## src/rtl/ds2431_io_arbiter.sv

```systemverilog
// ds2431_io_arbiter
// Shares the single 1-Wire byte-transfer engine between the function-command
// modules. Each requester posts one byte at a time into its own slot. The
// arbiter picks a winner, issues it to the engine and routes the completion
// back to that winner only. A 1-Wire bus reset drops all outstanding work.
// Optional feature: define VDS2431_IO_ARB_RR_EN for round-robin selection.
// When it is undefined, selection is fixed priority and the lowest index wins.
module ds2431_io_arbiter #(
    parameter int N_REQ = 6
) (
    input  logic               clk,
    input  logic               rst,
    input  logic               busRst,
    input  logic [N_REQ-1:0]   req_trig,
    input  logic [N_REQ-1:0]   req_nRxTx,
    input  logic [8*N_REQ-1:0] req_sentDat,
    output logic [N_REQ-1:0]   req_done,
    output logic [N_REQ-1:0]   grant,
    output logic [N_REQ-1:0]   overrun,
    output logic               busy,
    output logic               io_trig,
    output logic               io_nRxTx,
    output logic [7:0]         io_sentDat,
    input  logic               io_done,
    input  logic [7:0]         io_receiveDat,
    output logic [7:0]         rxDat
);

    localparam int IDX_W = (N_REQ > 1) ? $clog2(N_REQ) : 1;

    typedef enum logic [1:0] {
        IDLE  = 2'd0,
        ISSUE = 2'd1,
        WAIT  = 2'd2
    } state_t;

    state_t                  state_q, state_d;

    logic [N_REQ-1:0]        pending_q, pending_d;
    logic [N_REQ-1:0]        dir_q;
    logic [N_REQ-1:0][7:0]   dat_q;
    logic [N_REQ-1:0]        overrun_q;

    logic [N_REQ-1:0]        grant_q, grant_d;
    logic [N_REQ-1:0]        reqDone_q, reqDone_d;
    logic                    ioTrig_q, ioTrig_d;
    logic                    ioDir_q, ioDir_d;
    logic [7:0]              ioDat_q, ioDat_d;
    logic [7:0]              rxDat_q, rxDat_d;
    logic                    busy_q, busy_d;

    logic                    doneAccept;
    logic [N_REQ-1:0]        clrSlot;
    logic [N_REQ-1:0]        capture;
    logic [N_REQ-1:0]        ovSet;
    logic [IDX_W-1:0]        selIdx;
    logic                    selFound;

    // A completion only counts while waiting on the engine and never against a bus reset
    assign doneAccept = (state_q == WAIT) && io_done && !busRst;
    assign clrSlot    = doneAccept ? grant_q : '0;

    // Slot bookkeeping: a freshly cleared slot may be refilled in the same cycle
    always_comb begin
        capture   = '0;
        ovSet     = '0;
        pending_d = '0;
        if (!busRst) begin
            capture   = req_trig & (~pending_q | clrSlot);
            ovSet     = req_trig & pending_q & ~clrSlot;
            pending_d = (pending_q & ~clrSlot) | capture;
        end
    end

    // Slot storage and the sticky overrun flags, which only rst clears
    always_ff @(posedge clk) begin
        if (rst) begin
            pending_q <= '0;
            dir_q     <= '0;
            dat_q     <= '0;
            overrun_q <= '0;
        end else begin
            pending_q <= pending_d;
            overrun_q <= overrun_q | ovSet;
            for (int i = 0; i < N_REQ; i++) begin
                if (capture[i]) begin
                    dir_q[i] <= req_nRxTx[i];
                    dat_q[i] <= req_sentDat[8*i +: 8];
                end
            end
        end
    end

`ifdef VDS2431_IO_ARB_RR_EN
    logic [IDX_W-1:0] rrPtr_q;
    logic [IDX_W-1:0] winIdx_q;
    int               rrIdx;

    // Round-robin search starting at the slot after the previous winner
    always_comb begin
        selIdx   = '0;
        selFound = 1'b0;
        rrIdx    = 0;
        for (int k = 0; k < N_REQ; k++) begin
            rrIdx = int'(rrPtr_q) + k;
            if (rrIdx >= N_REQ) begin
                rrIdx = rrIdx - N_REQ;
            end
            if (!selFound && pending_q[rrIdx]) begin
                selIdx   = IDX_W'(rrIdx);
                selFound = 1'b1;
            end
        end
    end

    // Remember the winner and advance the pointer when its transfer completes
    always_ff @(posedge clk) begin
        if (rst) begin
            rrPtr_q  <= '0;
            winIdx_q <= '0;
        end else begin
            if (state_q == IDLE && selFound && !busRst) begin
                winIdx_q <= selIdx;
            end
            if (doneAccept) begin
                rrPtr_q <= (winIdx_q == IDX_W'(N_REQ - 1)) ? '0 : winIdx_q + 1'b1;
            end
        end
    end
`else
    // Fixed priority: the lowest pending index wins
    always_comb begin
        selIdx   = '0;
        selFound = 1'b0;
        for (int k = 0; k < N_REQ; k++) begin
            if (!selFound && pending_q[k]) begin
                selIdx   = IDX_W'(k);
                selFound = 1'b1;
            end
        end
    end
`endif

    // State register
    always_ff @(posedge clk) begin
        if (rst) begin
            state_q <= IDLE;
        end else begin
            state_q <= state_d;
        end
    end

    // Next-state logic; a bus reset always returns to IDLE
    always_comb begin
        state_d = state_q;
        if (busRst) begin
            state_d = IDLE;
        end else begin
            case (state_q)
                IDLE:    if (selFound) state_d = ISSUE;
                ISSUE:   state_d = WAIT;
                WAIT:    if (io_done) state_d = IDLE;
                default: state_d = IDLE;
            endcase
        end
    end

    // Next values of the registered outputs
    always_comb begin
        grant_d   = grant_q;
        reqDone_d = '0;
        ioTrig_d  = 1'b0;
        ioDir_d   = ioDir_q;
        ioDat_d   = ioDat_q;
        rxDat_d   = rxDat_q;
        busy_d    = (state_d != IDLE);
        if (busRst) begin
            grant_d = '0;
        end else begin
            case (state_q)
                IDLE: begin
                    if (selFound) begin
                        grant_d  = N_REQ'(1) << selIdx;
                        ioTrig_d = 1'b1;
                        ioDir_d  = dir_q[selIdx];
                        ioDat_d  = dat_q[selIdx];
                    end
                end
                WAIT: begin
                    if (io_done) begin
                        rxDat_d   = io_receiveDat;
                        reqDone_d = grant_q;
                        grant_d   = '0;
                    end
                end
                default: ;
            endcase
        end
    end

    // Output registers
    always_ff @(posedge clk) begin
        if (rst) begin
            grant_q   <= '0;
            reqDone_q <= '0;
            ioTrig_q  <= 1'b0;
            ioDir_q   <= 1'b0;
            ioDat_q   <= '0;
            rxDat_q   <= '0;
            busy_q    <= 1'b0;
        end else begin
            grant_q   <= grant_d;
            reqDone_q <= reqDone_d;
            ioTrig_q  <= ioTrig_d;
            ioDir_q   <= ioDir_d;
            ioDat_q   <= ioDat_d;
            rxDat_q   <= rxDat_d;
            busy_q    <= busy_d;
        end
    end

    assign req_done   = reqDone_q;
    assign grant      = grant_q;
    assign overrun    = overrun_q;
    assign busy       = busy_q;
    assign io_trig    = ioTrig_q;
    assign io_nRxTx   = ioDir_q;
    assign io_sentDat = ioDat_q;
    assign rxDat      = rxDat_q;

endmodule

```

## config.mk

```make
export PLATFORM = sky130hd
export DESIGN_NAME = ds2431_io_arbiter
export DESIGN_NICKNAME = d
export VERILOG_FILES = /design/src/rtl/ds2431_io_arbiter.sv
export SDC_FILE = /design/constraint.sdc
export NUM_CORES = 1
export LEC_CHECK = 0
export ABC_CLOCK_PERIOD_IN_PS = 1870
export BUFFER_PORTS_ARGS = -buffer_cell sky130_fd_sc_hd__clkbuf_2
export CAP_MARGIN = 25
export CORE_MARGIN = 4
export CORE_UTILIZATION = 40
export DETAILED_ROUTE_END_ITERATION = 12
export PLACE_DENSITY = 0.59
export SLEW_MARGIN = 20
export SYNTH_ARGS = -nofsm -noshare
export SYNTH_HDL_FRONTEND = slang
export SYNTH_SLANG_ARGS = --single-unit
```

## constraint.sdc

```tcl
create_clock -name clk -period 1.87 [get_ports clk]
set_clock_uncertainty 0.05 [all_clocks]
set_input_delay 0.187 -clock clk [delete_from_list [all_inputs] [get_ports clk]]
set_output_delay 0.187 -clock clk [all_outputs]
set_load 0.01 [all_outputs]
```

==> PnR_summary.wiki, run 1 <==
{| class="wikitable"
! Metric !! Value
|-
| Run status || finished, final reports clean
|-
| Critical path endpoint category || register
|-
| Most numerous cell in the Yosys netlist || sky130_fd_sc_hd__dfxtp_1
|-
| Startpoint of the tightest hold check path || req_sentDat[4]
|-
| Post-synthesis cell count || 512
|-
| IO Count || approximately 110
|-
| Count of routing violations after the opening detailed-route iteration || 271
|-
| Number of enable flip-flop cells after synthesis || 0
|-
| Worst hold slack || around 0.0057 ns
|-
| Library cells used by synthesis || 41
|-
| Post-route cell area || 5600 um^2
|-
| Synth Warn # || 0
|-
| Power density over cell area || 765 nW/um^2
|-
| Kind of cell with the highest combined delay on the critical path || compound AO/OA/AOI/OAI gates
|-
| Routed vias || 4282
|-
| Post-synthesis xor/xnor area fraction || 0
|-
| Pre-CTS worst setup slack || -0.194 ns
|-
| Source-to-sink clock delay at the later pin of the worst-skew pair || about 0.36 ns
|-
| Number of buffers inserted by post-CTS setup repair || 0
|-
| Maximum buffer depth of the clock tree || 2
|-
| Kind of critical path || reg -> reg
|-
| Launch point of the worst reg-to-reg path || pending_q[5]
|-
| GR Util All Layers || 0.205
|-
| Area share of the largest cell type after synthesis || 0.475
|-
| Cell chosen for the clock root || sky130_fd_sc_hd__clkbuf_8
|-
| Die boundary height || approximately 110 um
|-
| Fill cell total of the finished layout || 974
|-
| Async SR Flop Fraction || 0
|-
| Number of hold-slack violations in the final timing report || 0
|-
| Leakage || 2.12 nW
|-
| TritonCTS buffer count || 9
|-
| Max Cap Violations || 0
|-
| H-tree Lvls || 3
|-
| Final worst path period share || 0.998
|-
| Post-Syn Area per Cell || 8.15 um^2
|-
| Final total power || ~4.3 mW
|-
| Overflow left after global routing || 0
|-
| Setup violators final || 0
|-
| Placed instance count || 748
|-
| Max VDD drop || 0.293 mV
|-
| Final setup slack of the worst path || 0.00318 ns
|-
| FF+latch count, synth || between 90 and 100
|-
| Number of detailed-routing iterations run before antenna repair || 5
|-
| Kind of start point of the critical path || register
|-
| Cell accounting for the most synthesized area || sky130_fd_sc_hd__dfxtp_1
|-
| Peak Freq || 0.536 GHz
|-
| Largest net degree at the start of global routing || 76
|-
| Core area || 10200 um^2
|-
| Vias per cell || 5.35
|-
| Share of cells above drive strength 1 || 0.259
|-
| Sum of net half-perimeters after detailed placement || 8880 um
|-
| Cell breakdown of the critical path || buf_4 > nor2b_1 > o21ai_4 > a2111oi_0 > o32ai_1
|-
| Proportion of synthesized chip area in sequential cells || 0.475
|-
| Area after detailed placement || 4960 um^2
|-
| Weighted congestion reported at the end of routability-driven placement || 0.815
|-
| Antenna violations before repair || 0
|-
| Arithmetic-cell share of the synthesized area counting full adders, half adders and majority gates || 0
|-
| First-pass GRT wire length || 19500 um
|-
| Arrival time at the worst endpoint || between 2 and 2.5 ns
|-
| Overall die width || between 100 and 150 um
|-
| Clock tree from TritonCTS || yes
|-
| Post-route minimum period || 1.87 ns
|-
| Rows || 37
|-
| Worst rel slew slack || 0.477
|-
| Die area || 12100 um^2
|-
| Net Count, Synth || 584
|-
| Simple logic cell fraction of the synthesized area || 0.186
|-
| Delay of the slowest cell on the worst path || between 0.5 and 0.6 ns
|-
| Total detailed-routing wirelength || 12400 um
|-
| Count of antenna-violating nets left after detailed routing || 0
|-
| Cell types with the largest area share after synthesis || sky130_fd_sc_hd__dfxtp_1, sky130_fd_sc_hd__a21oi_1, sky130_fd_sc_hd__nand3_1, sky130_fd_sc_hd__o21ai_0, sky130_fd_sc_hd__clkbuf_1
|-
| Endpoint required time on the critical path || just over 2 ns
|-
| Number of global-route vias before repair || 3969
|-
| Buf+Inv Stages, Crit Path || 1
|-
| Unrepaired setup endpoints after global routing || true
|-
| Post-route non-filler standard cell count || 801
|-
| Worst hold-check path type || in -> reg
|-
| Clock Sink Count || 99
|-
| Max Slew Vio Count || 0
|-
| Worst Tran Pin Value || 0.785 ns
|-
| Area growth from synthesis to final layout || 34.0%
|-
| DRC Markers || 0
|-
| Portion of netlist area occupied by mux cells || 0
|-
| Setup total negative slack || 0 ns
|-
| Number of inserted diodes || 0
|-
| Starting density of the core || 0.408
|-
| Number of input and output port buffers inserted || 108
|-
| Most used flip-flop cell after synthesis || sky130_fd_sc_hd__dfxtp_1
|-
| List of most frequent post-synthesis cells || sky130_fd_sc_hd__dfxtp_1, sky130_fd_sc_hd__a21oi_1, sky130_fd_sc_hd__nand3_1, sky130_fd_sc_hd__o21ai_0, sky130_fd_sc_hd__clkbuf_1
|-
| Average routed wire per standard cell || 15.5 um
|-
| CTS clk-pin slew, worst paths || 0.10 ns
|-
| Source of the critical timing path || pending_q[5]
|-
| Core utilization of the finished layout || 0.547
|-
| Biggest fanout along the worst timing path || 9
|-
| Dominant combinational cell family by area after synthesis || compound AO/OA/AOI/OAI gates
|-
| Share of the synthesized area in compound gates (AO/OA/AOI/OAI) || 0.274
|-
| Cell with the largest stage delay on the worst path || sky130_fd_sc_hd__a2111oi_0
|-
| Post-Synthesis Cell Area || 4180 um^2
|-
| Final net count || about 730
|}
-- worst min-delay path: stages --
cell	delay, ns
sky130_fd_sc_hd__clkbuf_2	0.08
sky130_fd_sc_hd__nand3_1	0.06
sky130_fd_sc_hd__a21oi_1	0.05
-- metal layers --
layer	track usage	wire, um	up-vias	part of all wire
li1	-	-	2139	-
met1	0.275	5660	1972	0.46
met2	0.339	5760	157	0.46
met3	0.0315	849	14	0.068
met4	0.0633	151	0	0.012
met5	0	0	-	0
-- cells by family (layout without fill, tap and decap cells) --
logic type | after synthesis | in the layout
flops | 99 | 99
simple gates | 153 | 153
buf+inv | 68 | 221
compound gates | 192 | 192
-- sequential cells by signal (all words and copies together), names as in the netlist, 6 cells and up --
signal	flops
rxDat	8
io_sentDat	8
overrun	6
pending_q	6
grant	6
dir_q	6
dat_q	48
req_done	6
-- what timing repair did --
action / in CTS / in global routing
hold buffers: 37 / 0
resized for setup: 9 / 9
endpoints found under the hold margin: 37 / 0
endpoints found under the setup margin: 29 / 22
-- final timing paths --
| check | to | cells past startpoint | slack [ns] |
|---|---|---|---|
| max | io_sentDat[5] | 5 | 0.003 |
| min | dat_q[4] | 3 | 0.006 |
| max reg2reg | io_sentDat[5] | 5 | 0.003 |
| min reg2reg | rxDat[1] | 2 | 0.41 |
-- cell usage in the layout, fill, tap and decap left out, drive strengths merged, types with 2 or more instances in the layout --
| cell type | n |
|---|---|
| dfxtp | 99 |
| inv | 28 |
| a2111oi | 9 |
| nand3b | 9 |
| nor2 | 29 |
| o21ai | 61 |
| a22oi | 2 |
| nand2 | 27 |
| nor3 | 10 |
| dlygate4sd3 | 37 |
| a221oi | 9 |
| or3 | 2 |
| a21oi | 83 |
| nand2b | 6 |
| o32ai | 9 |
| a32oi | 2 |
| a21boi | 3 |
| clkbuf | 119 |
| nand3 | 54 |
| clkinv | 3 |
| or2 | 2 |
| o22ai | 2 |
| nor2b | 8 |
| a211oi | 9 |
| buf | 31 |
| clkinvlp | 2 |
-- power by group --
part           total, mW  switching, mW  leakage (nW)  internal, mW
Combinational      0.631          0.350          1.21         0.281
Clock               1.41          0.753        0.0957         0.661
Sequential          2.23         0.0461         0.806          2.19
Total               4.28           1.15          2.12          3.13
-- area by class of cell --
class	count	area (um^2)	area share
Timing Repair Buffer	176	1140	0.204
Multi-Input combinational cell	345	1990	0.355
Inverter	29	109	0.0195
Sequential cell	99	1980	0.354
Clock buffer	11	141	0.0253
Clock inverter	5	62.6	0.0112
Tap cell	136	170	0.0304
Note: power is estimated with default switching activity, not from simulation.
==> run 2, diff against run 1 <==
- CORE_MARGIN: 4 -> not set
==> PnR_summary.wiki, run 2 (synthesis results as in run 1) <==
{| class="wikitable"
! Metric !! Value
|-
| Buf+Inv Stages, Crit Path || 1
|-
| Number of inserted diodes || 0
|-
| Share of cells above drive strength 1 || 0.256
|-
| Worst hold-check path type || in -> reg
|-
| Unrepaired setup endpoints after global routing || true
|-
| Max Slew Vio Count || 0
|-
| Final worst path period share || 0.997
|-
| Cells on Worst Hold Path || 3
|-
| Run status || finished, final reports clean
|-
| Peak Freq || around 0.54 GHz
|-
| Vias per cell || 5.32
|-
| Post-route non-filler standard cell count || 789
|-
| Clock tree from TritonCTS || yes
|-
| Weighted congestion reported at the end of routability-driven placement || 0.824
|-
| Total detailed-routing wirelength || roughly 12000 um
|-
| Number of hold-slack violations in the final timing report || 0
|-
| Die boundary height || 104 um
|-
| Cell breakdown of the critical path || buf_4 > nor2b_1 > o21ai_4 > a2111oi_0 > o32ai_1
|-
| Leakage || between 2 and 2.5 nW
|-
| Final setup slack of the worst path || around 0.0052 ns
|-
| Kind of cell with the highest combined delay on the critical path || compound AO/OA/AOI/OAI gates
|-
| Worst rel slew slack || 0.463
|-
| Number of detailed-routing iterations run before antenna repair || 4
|-
| IO Count || approximately 110
|-
| Sum of net half-perimeters after detailed placement || approximately 8400 um
|-
| Maximum buffer depth of the clock tree || 2
|-
| Worst Tran Pin Value || 0.806 ns
|-
| Clock Sink Count || 99
|-
| H-tree Lvls || 3
|-
| Post-route minimum period || 1.86 ns
|-
| Power density over cell area || about 810 nW/um^2
|-
| Routed vias || about 4200
|-
| Post-route cell area || 5540 um^2
|-
| Max VDD drop || 0.353 mV
|-
| Cell chosen for the clock root || sky130_fd_sc_hd__clkbuf_8
|-
| Number of flip-flops under the largest register name || between 40 and 50
|-
| Kind of critical path || reg -> reg
|-
| Source-to-sink clock delay at the later pin of the worst-skew pair || between 0.3 and 0.4 ns
|-
| Core area || between 9000 and 10000 um^2
|-
| Rows || 36
|-
| Critical path endpoint category || register
|-
| Area after detailed placement || just under 5000 um^2
|-
| First-pass GRT wire length || 19400 um
|-
| Antenna violations before repair || 0
|-
| Average routed wire per standard cell || 14.8 um
|-
| Number of input and output port buffers inserted || 108
|-
| Number of buffers inserted by post-CTS setup repair || 0
|-
| GR Util All Layers || 0.220
|-
| Kind of start point of the critical path || register
|-
| Die area || 10900 um^2
|-
| Overall die width || 104 um
|-
| Area growth from synthesis to final layout || 32.6%
|-
| Arrival time at the worst endpoint || 2.02 ns
|-
| CTS clk-pin slew, worst paths || 0.09 ns
|-
| Most frequent cells in the layout || sky130_fd_sc_hd__clkbuf_2, sky130_fd_sc_hd__dfxtp_1, sky130_fd_sc_hd__a21oi_1, sky130_fd_sc_hd__nand3_1, sky130_fd_sc_hd__o21ai_0
|-
| Pre-CTS worst setup slack || -0.0834 ns
|-
| Register with the most flip-flops || dat_q
|-
| Count of cell instances traversed by the critical path || 5
|-
| Number of global-route vias before repair || 3986
|-
| Endpoint required time on the critical path || 2.02 ns
|-
| Placed instance count || 744
|-
| Starting density of the core || 0.419
|-
| DRC Markers || 0
|-
| Max Cap Violations || 0
|-
| Worst reg2reg path depth || 5
|-
| Most frequent standard cell in the layout excluding fill and tap cells || sky130_fd_sc_hd__clkbuf_2
|-
| Final net count || 723
|-
| Biggest fanout along the worst timing path || 9
|-
| Count of antenna-violating nets left after detailed routing || 0
|-
| TritonCTS buffer count || 9
|-
| Largest net degree at the start of global routing || 76
|-
| Overflow left after global routing || 0
|-
| Cell with the largest stage delay on the worst path || sky130_fd_sc_hd__a2111oi_0
|-
| Delay of the slowest cell on the worst path || around 0.59 ns
|-
| Count of routing violations after the opening detailed-route iteration || 209
|-
| Setup violators final || 0
|}
-- run 2: power by group --
part | leakage, nW | switching [mW] | internal [mW]
clock network | 0.117 | 0.721 | 0.928
logic | 1.17 | 0.338 | 0.269
registers | 0.806 | 0.0467 | 2.19
-- run 2: repair_timing --
item	4_1_cts	5_1_grt
gates resized for setup	7	12
hold endpoints to repair	28	1
hold buffers	28	1
endpoints found under the setup margin	39	20
-- run 2: stage by stage --
| step | power [mW] | setup TNS [ns] | util | hold slack [ns] |
|---|---|---|---|---|
| floorplan | 2.59 | 0 | - | 0.258 |
| global placement | 2.81 | -0.200 | 0.497 | 0.365 |
| detailed placement | 2.82 | -0.926 | 0.497 | 0.370 |
| CTS | 4.51 | 0 | 0.551 | 0.0000884 |
| global route | 4.69 | -0.292 | 0.556 | 0.00191 |
| finish | 4.49 | 0 | 0.556 | 0.00992 |
-- run 2: path summary, 6_finish.rpt --
path	end	startpoint	slack [ns]
worst min register to register	rxDat[3]	rxDat[3]	0.41
worst max register to register	io_sentDat[5]	pending_q[5]	0.005
worst min-delay path	dat_q[26]	req_sentDat[26]	0.01
worst max-delay path	io_sentDat[5]	pending_q[5]	0.005
-- run 2: final cells by class --
class | instances | area (um^2)
clock buffers | 12 | 145
inverters | 29 | 109
flip-flops and latches | 99 | 1980
fillers | 971 | 4420
multi-input cells | 345 | 1980
clock inverters | 4 | 97.6
repair buffers | 167 | 1060
well taps | 133 | 166
-- run 2: per-layer routing --
metal	part of all wire	global-route usage	vias up
met3	0.047	0.0395	21
met1	0.49	0.302	1931
met5	0	0	-
li1	-	-	2117
met2	0.44	0.340	132
met4	0.026	0.0949	0
-- run 2: tightest hold or removal path: cells and delay by family --
family          cells  cell delay (ns)
compound gates      1             0.05
buf+inv             1             0.08
simple gates        1             0.05
